===== config.mk =====
export PLATFORM = sky130hd
export DESIGN_NAME = obi_rr_mgr_arbiter
export DESIGN_NICKNAME = d
export VERILOG_FILES = /design/src/rtl/obi_rr_mgr_arbiter.sv
export SDC_FILE = /design/constraint.sdc
export NUM_CORES = 1
export LEC_CHECK = 0
export CORE_AREA = 3 3 166 168
export DETAILED_ROUTE_END_ITERATION = 6
export DIE_AREA = 0 0 169 171
export PLACE_DENSITY = 0.51
export REMOVE_ABC_BUFFERS = 1
export SLEW_MARGIN = 40
export SYNTH_ARGS = -nofsm -noshare
export SYNTH_HDL_FRONTEND = slang
export SYNTH_SLANG_ARGS = --single-unit

===== constraint.sdc =====
create_clock -name clk_i -period 5.8 [get_ports clk_i]
set_clock_uncertainty 0.2 [all_clocks]
set_input_delay 0.87 -clock clk_i [delete_from_list [all_inputs] [get_ports clk_i]]
set_output_delay 0.87 -clock clk_i [all_outputs]
set_load 0.01 [all_outputs]

===== src/rtl/obi_rr_mgr_arbiter.sv =====
// N-to-1 OBI arbiter: round-robin A-phase arbitration with stall locking, and an
// in-order ID FIFO that routes each R-phase response back to the port that issued it.
module obi_rr_mgr_arbiter #(
  parameter int unsigned NumSbrPorts     = 4,
  parameter int unsigned AddrWidth       = 32,
  parameter int unsigned DataWidth       = 32,
  parameter int unsigned NumMaxTrans     = 4,
  // Set to 0 only where responses with nothing outstanding are injected on purpose.
  parameter bit          FlagSpuriousRsp = 1'b1
) (
  input  logic                                  clk_i,
  input  logic                                  rst_ni,
  input  logic [NumSbrPorts-1:0]                sbr_req_i,
  output logic [NumSbrPorts-1:0]                sbr_gnt_o,
  input  logic [NumSbrPorts*AddrWidth-1:0]      sbr_addr_i,
  input  logic [NumSbrPorts-1:0]                sbr_we_i,
  input  logic [NumSbrPorts*(DataWidth/8)-1:0]  sbr_be_i,
  input  logic [NumSbrPorts*DataWidth-1:0]      sbr_wdata_i,
  output logic [NumSbrPorts-1:0]                sbr_rvalid_o,
  output logic [DataWidth-1:0]                  sbr_rdata_o,
  output logic                                  sbr_err_o,
  output logic                                  mgr_req_o,
  input  logic                                  mgr_gnt_i,
  output logic [AddrWidth-1:0]                  mgr_addr_o,
  output logic                                  mgr_we_o,
  output logic [DataWidth/8-1:0]                mgr_be_o,
  output logic [DataWidth-1:0]                  mgr_wdata_o,
  input  logic                                  mgr_rvalid_i,
  input  logic [DataWidth-1:0]                  mgr_rdata_i,
  input  logic                                  mgr_err_i
);

  localparam int unsigned IdxW = $clog2(NumSbrPorts);
  localparam int unsigned BeW  = DataWidth / 8;
  localparam int unsigned PtrW = (NumMaxTrans > 1) ? $clog2(NumMaxTrans) : 1;
  localparam int unsigned CntW = $clog2(NumMaxTrans + 1);

  typedef logic [IdxW-1:0] idx_t;
  typedef enum logic {ARB, HOLD} state_e;

  state_e          state_q, state_d;
  idx_t            rr_ptr_q, lock_idx_q, winner, head_id;
  logic            fifo_full, fifo_empty, handshake, pop;
  idx_t            id_mem [NumMaxTrans];
  logic [PtrW-1:0] wr_ptr_q, rd_ptr_q;
  logic [CntW-1:0] cnt_q;

  assign fifo_full  = (cnt_q == CntW'(NumMaxTrans));
  assign fifo_empty = (cnt_q == '0);

  // Round-robin scan starting at rr_ptr; a stalled request keeps its locked port.
  // NOTE: every always_comb output gets a default before any branch, so no latch is inferred.
  always_comb begin
    logic             found;
    logic [IdxW:0]    cand;
    winner = rr_ptr_q;
    found  = 1'b0;
    cand   = '0;
    for (int k = 0; k < NumSbrPorts; k++) begin
      cand = {1'b0, rr_ptr_q} + (IdxW+1)'(k);
      if (cand >= (IdxW+1)'(NumSbrPorts)) cand = cand - (IdxW+1)'(NumSbrPorts);
      if (!found && sbr_req_i[cand[IdxW-1:0]]) begin
        winner = cand[IdxW-1:0];
        found  = 1'b1;
      end
    end
    if (state_q == HOLD) winner = lock_idx_q;
  end

  always_comb begin
    mgr_req_o = 1'b0;
    if (rst_ni && !fifo_full) mgr_req_o = (state_q == HOLD) ? 1'b1 : |sbr_req_i;
  end

  assign handshake = mgr_req_o & mgr_gnt_i;

  always_comb begin
    sbr_gnt_o = '0;
    if (handshake) sbr_gnt_o[winner] = 1'b1;
  end

  assign mgr_addr_o  = sbr_addr_i[int'(winner)*AddrWidth +: AddrWidth];
  assign mgr_we_o    = sbr_we_i[winner];
  assign mgr_be_o    = sbr_be_i[int'(winner)*BeW +: BeW];
  assign mgr_wdata_o = sbr_wdata_i[int'(winner)*DataWidth +: DataWidth];

  // Responses return in issue order, so the FIFO head names the destination port.
  assign head_id = id_mem[rd_ptr_q];
  assign pop     = rst_ni & mgr_rvalid_i & !fifo_empty;

  always_comb begin
    sbr_rvalid_o = '0;
    if (pop) sbr_rvalid_o[head_id] = 1'b1;
  end

  assign sbr_rdata_o = mgr_rdata_i;
  assign sbr_err_o   = mgr_err_i;

  always_comb begin
    state_d = state_q;
    unique case (state_q)
      ARB:     if (mgr_req_o && !mgr_gnt_i) state_d = HOLD;
      HOLD:    if (handshake)               state_d = ARB;
      default:                              state_d = ARB;
    endcase
  end

  // NOTE: state registers use non-blocking assignments only, so every flop samples pre-edge values.
  always_ff @(posedge clk_i) begin
    if (!rst_ni) begin
      state_q    <= ARB;
      rr_ptr_q   <= '0;
      lock_idx_q <= '0;
      wr_ptr_q   <= '0;
      rd_ptr_q   <= '0;
      cnt_q      <= '0;
    end else begin
      state_q <= state_d;
      if (state_q == ARB && state_d == HOLD) lock_idx_q <= winner;
      if (handshake) begin
        rr_ptr_q <= (winner == idx_t'(NumSbrPorts - 1)) ? '0 : winner + idx_t'(1);
        wr_ptr_q <= (wr_ptr_q == PtrW'(NumMaxTrans - 1)) ? '0 : wr_ptr_q + PtrW'(1);
      end
      if (pop) rd_ptr_q <= (rd_ptr_q == PtrW'(NumMaxTrans - 1)) ? '0 : rd_ptr_q + PtrW'(1);
      unique case ({handshake, pop})
        2'b10:   cnt_q <= cnt_q + CntW'(1);
        2'b01:   cnt_q <= cnt_q - CntW'(1);
        default: cnt_q <= cnt_q;
      endcase
    end
  end

  // NOTE: ID storage is not reset; cnt_q and the pointers alone decide which entries are live.
  always_ff @(posedge clk_i) begin
    if (handshake) id_mem[wr_ptr_q] <= winner;
  end

  spurious_rsp_a: assert property (@(posedge clk_i) disable iff (!rst_ni || !FlagSpuriousRsp)
    !(mgr_rvalid_i && fifo_empty));

  gnt_onehot_a: assert property (@(posedge clk_i) $onehot0(sbr_gnt_o));

endmodule

==> flow_metrics.py <==
metrics = {
    "route": {
        "detail_route.wl_per_cell_um": 20.5,
        "drt.antenna.violating_nets": 0,
        "initialDrtViolationCount": 101,
        "length_of_the_first_detailed_routing_pass_in_iterations": 4,
        "drt-vias-per-instance": 3.95,
        "drc": 0,
        "postRouteWirelength_um": 18200,
        "dr_total_vias": 3514,
    },
    "pwr": {
        "power.share.clock_pct": 16.5,
        "netSwitchingPower_mw": 0.334,
        "p_per_area_nw_per_um2": 164,
        "power_frac_comb_pct": 67.8,
        "pwr-share-seq_pct": 15.6,
        "sw_frac_of_total_pct": 29.1,
        "totalPowerFinal_mw": 1.15,
        "leakage_nw": 2.46,
        "cell_internal_pwr_mw": 0.815,
        "worst_ir_drop_vdd_mv": 0.206,
    },
    "floorplanning": {
        "ioPinCount": 428,
        "num_rows": 59,
        "initial_utilization_pct": 12.2,
        "die_area_um2": 28900,
        "die_h_um": 171,
        "fp.coreArea_um2": 26100,
        "die_w_um": 169,
    },
    "sta": {
        "tightestPinTransition_ns": 0.650,
        "period_needed_ns": 5.06,
        "fmaxAchievable_mhz": 198,
        "relSlewSlack_pct": 56.3,
        "unrepaired_setup_endpoints_after_global_routing": "false",
        "slew_violations": 0,
        "final_setup_violation_count": 0,
        "layout_setup_ws_ns": 0.743,
        "hold_slack_ns": 0.302,
        "totalNegativeSetupSlack_ns": 0,
        "timing_hold_violations_final": 0,
        "timing.final.crit_share_pct": 87.2,
    },
    "yosys": {
        "area_share_of_the_leading_cell_type_in_the_synthesized_netlist_pct": 31.8,
        "synth_enable_flop_cells": 8,
        "synth_top_cells_by_area": "mux4_2, mux4_1, dfxtp_1",
        "yosys.area.top_type": "mux4_2",
        "ys_seq_area_share_pct": 16.3,
        "syn_inst": 236,
        "syn-mean-instance-area_um2": 13.5,
        "yosys_register_bits": 22,
        "synth_cell_type_count": 34,
        "async_reset_ff_share_pct": 0,
        "synthesis.area_um2": 3190,
        "synthesis.yosys.warnings": 0,
        "synth_ff_type": "dfxtp_1",
        "most_frequent_cells_after_synthesis": "mux4_2, buf_4, mux4_1",
        "yosys.cell_count.top_type": "mux4_2",
    },
    "run_status": {
        "run_status": "completed",
    },
    "cells_and_area": {
        "multi_input_comb_area_um2": 2270,
        "post_route_core_utilization_pct": 26.9,
        "area_growth_pct": 120,
        "nets": 879,
        "final_layout_size_suffix_gt1_share_pct": 10.3,
        "final_cell_area_um2": 7010,
        "layout.area.seq_um2": 520,
        "stdcell_count": 889,
        "num-fill-cells": 2722,
    },
    "critical_path": {
        "worst_path_fanout_max": 23,
        "cpPeakStageDelay_ns": 0.63,
        "timing.rr.end": "cnt_q[2]$_SDFFE_PN0P_",
        "worstPathArrival_ns": 3.99,
        "path_class": "in -> out",
        "cp_top_family": "buffers and inverters",
        "timing.critical_path.required_ns": 4.73,
        "cp_slowest_cell": "mux4_1",
        "worst_r2r_startpoint": "state_q$_SDFF_PN0_",
        "worstPathCellList": "clkdlybuf4s50_1 > and3b_1 > or4_4 > and3b_1 > nor2_8 > buf_4 > mux4_1 > clkdlybuf4s50_1",
        "worst-path-buf-inv": 3,
        "timing.reg2reg.setup_slack_ns": 2.56,
        "timing.reg2reg.worst_path_depth": 10,
        "type_of_element_capturing_the_critical_path": "output pin",
        "worst_setup_path_start_kind": "input pin",
    },
    "global_route": {
        "grt_antenna_before_repair": 1,
        "grt_pass1_vias": 3772,
        "grt_start_max_net_pins": 79,
        "grt_pass1_wl_um": 24700,
        "global_route.overflow_total": 0,
        "groute.usage.overall_pct": 11.4,
    },
    "clock_tree": {
        "tritoncts_num_sinks": 22,
        "cts.repair.resized": 0,
        "postCtsHoldBufs": 0,
        "insertion_delay_ns": 0.25,
        "clkSlewWorstSetupHoldPaths_ns": 0.06,
        "cts-root-buf": "clkbuf_16",
        "tritoncts": "yes",
        "post_cts.repair.setup_buffers": 0,
        "cts_buffers": 3,
        "max-clock-path-buffers": 2,
        "cts.htree.levels": 1,
    },
    "worst_hold_path": {
        "min-delay-path-class": "reg -> reg",
        "worst_hold_path.endpoint": "lock_idx_q[0]$_SDFFE_PN0P_",
        "timing.hold.worst.start": "lock_idx_q[0]$_SDFFE_PN0P_",
        "timing.hold.worst_path_depth": 2,
    },
    "place": {
        "port_buffers": 361,
        "dpl_cell_area_um2": 6900,
        "post_place_cells": 884,
        "dp_worst_setup_slack_ns": 0.715,
        "detailedPlacementHpwl_um": 15900,
        "finalWeightedCongestion": 0.733,
    },
    "flow_run": {
        "drv_cap": 0,
    },
}
[area by class of cell]
cell class / instances / area share (%)
timing repair buffer: 364 / 52.2
multi-input combinational: 155 / 32.4
sequential: 22 / 7.43
tap: 335 / 5.98
clock buffer: 3 / 1.07
clock inverter: 1 / 0.428
inverter: 8 / 0.428
antenna: 1 / 0.0357
[tightest hold or removal path, cell delays in order, from the launching register on]
cell and delay, ns:
dfxtp_1 0.33, mux2i_1 0.07, nor2_1 0.07
[placed cells by master (no fill, tap or decap), drive strengths merged, types with 2 or more instances in the layout]
| cell type | synthesis | final |
|---|---|---|
| clkdlybuf4s50 | 0 | 361 |
| nand2 | 11 | 11 |
| ha | 7 | 7 |
| a211oi | 2 | 2 |
| xor2 | 2 | 2 |
| dfxtp | 14 | 14 |
| nor2b | 3 | 3 |
| clkbuf | 4 | 3 |
| nor4 | 2 | 2 |
| buf | 47 | 3 |
| and3 | 6 | 6 |
| nor3 | 3 | 3 |
| or4 | 2 | 2 |
| o21ai | 4 | 4 |
| inv | 8 | 8 |
| mux2i | 3 | 3 |
| mux4 | 71 | 71 |
| edfxtp | 8 | 8 |
| or3 | 3 | 3 |
| a21oi | 8 | 8 |
| nor2 | 16 | 16 |
| and2b | 2 | 2 |
| or3b | 2 | 2 |
| and3b | 2 | 2 |
[routing by layer]
metal	share of wire [%]	track usage, %
met2	50	19.3
met4	0.92	0.706
met3	10	5.18
met1	39	14.0
met5	0	0
[how the worst max path moves through the flow]
stage / start / end / depth (start not counted)
finish: sbr_req_i[3] / mgr_wdata_o[14] / 8
global route: sbr_req_i[0] / mgr_wdata_o[14] / 8
CTS: sbr_req_i[3] / mgr_wdata_o[3] / 8
detailed placement: sbr_req_i[3] / mgr_wdata_o[3] / 8
global placement: sbr_req_i[3] / mgr_wdata_o[3] / 8
floorplan: sbr_req_i[2] / mgr_addr_o[0] / 4
[power by group through the flow]
stage	combinational, mW	sequential [mW]	clock [mW]
6_report	0.779	0.180	0.190
5_1_grt	0.831	0.181	0.203
4_1_cts	0.794	0.180	0.197
3_5_place_dp	0.788	0.183	0
3_3_place_gp	0.791	0.183	0
2_1_floorplan	0.344	0.181	0
[state kept, by name, indices dropped and copies added, names as in the netlist, named ones only]
name,cells
lock_idx_q,2
wr_ptr_q,2
rr_ptr_q,2
state_q,1
id_mem,8
cnt_q,3
rd_ptr_q,2
[kinds of logic (layout without fill, tap and decap cells)]
kind of cell,count (synthesis),count (layout),synth area share [%]
simple gates,54,54,9.51
buf+inv,59,376,12.8
fa+ha+maj,8,8,3.38
flops,22,22,16.3
other cells,0,1,0
xor+xnor,2,2,0.550
compound gates,17,17,3.26
mux,74,74,54.2
Power figures use the tool's default switching activity.
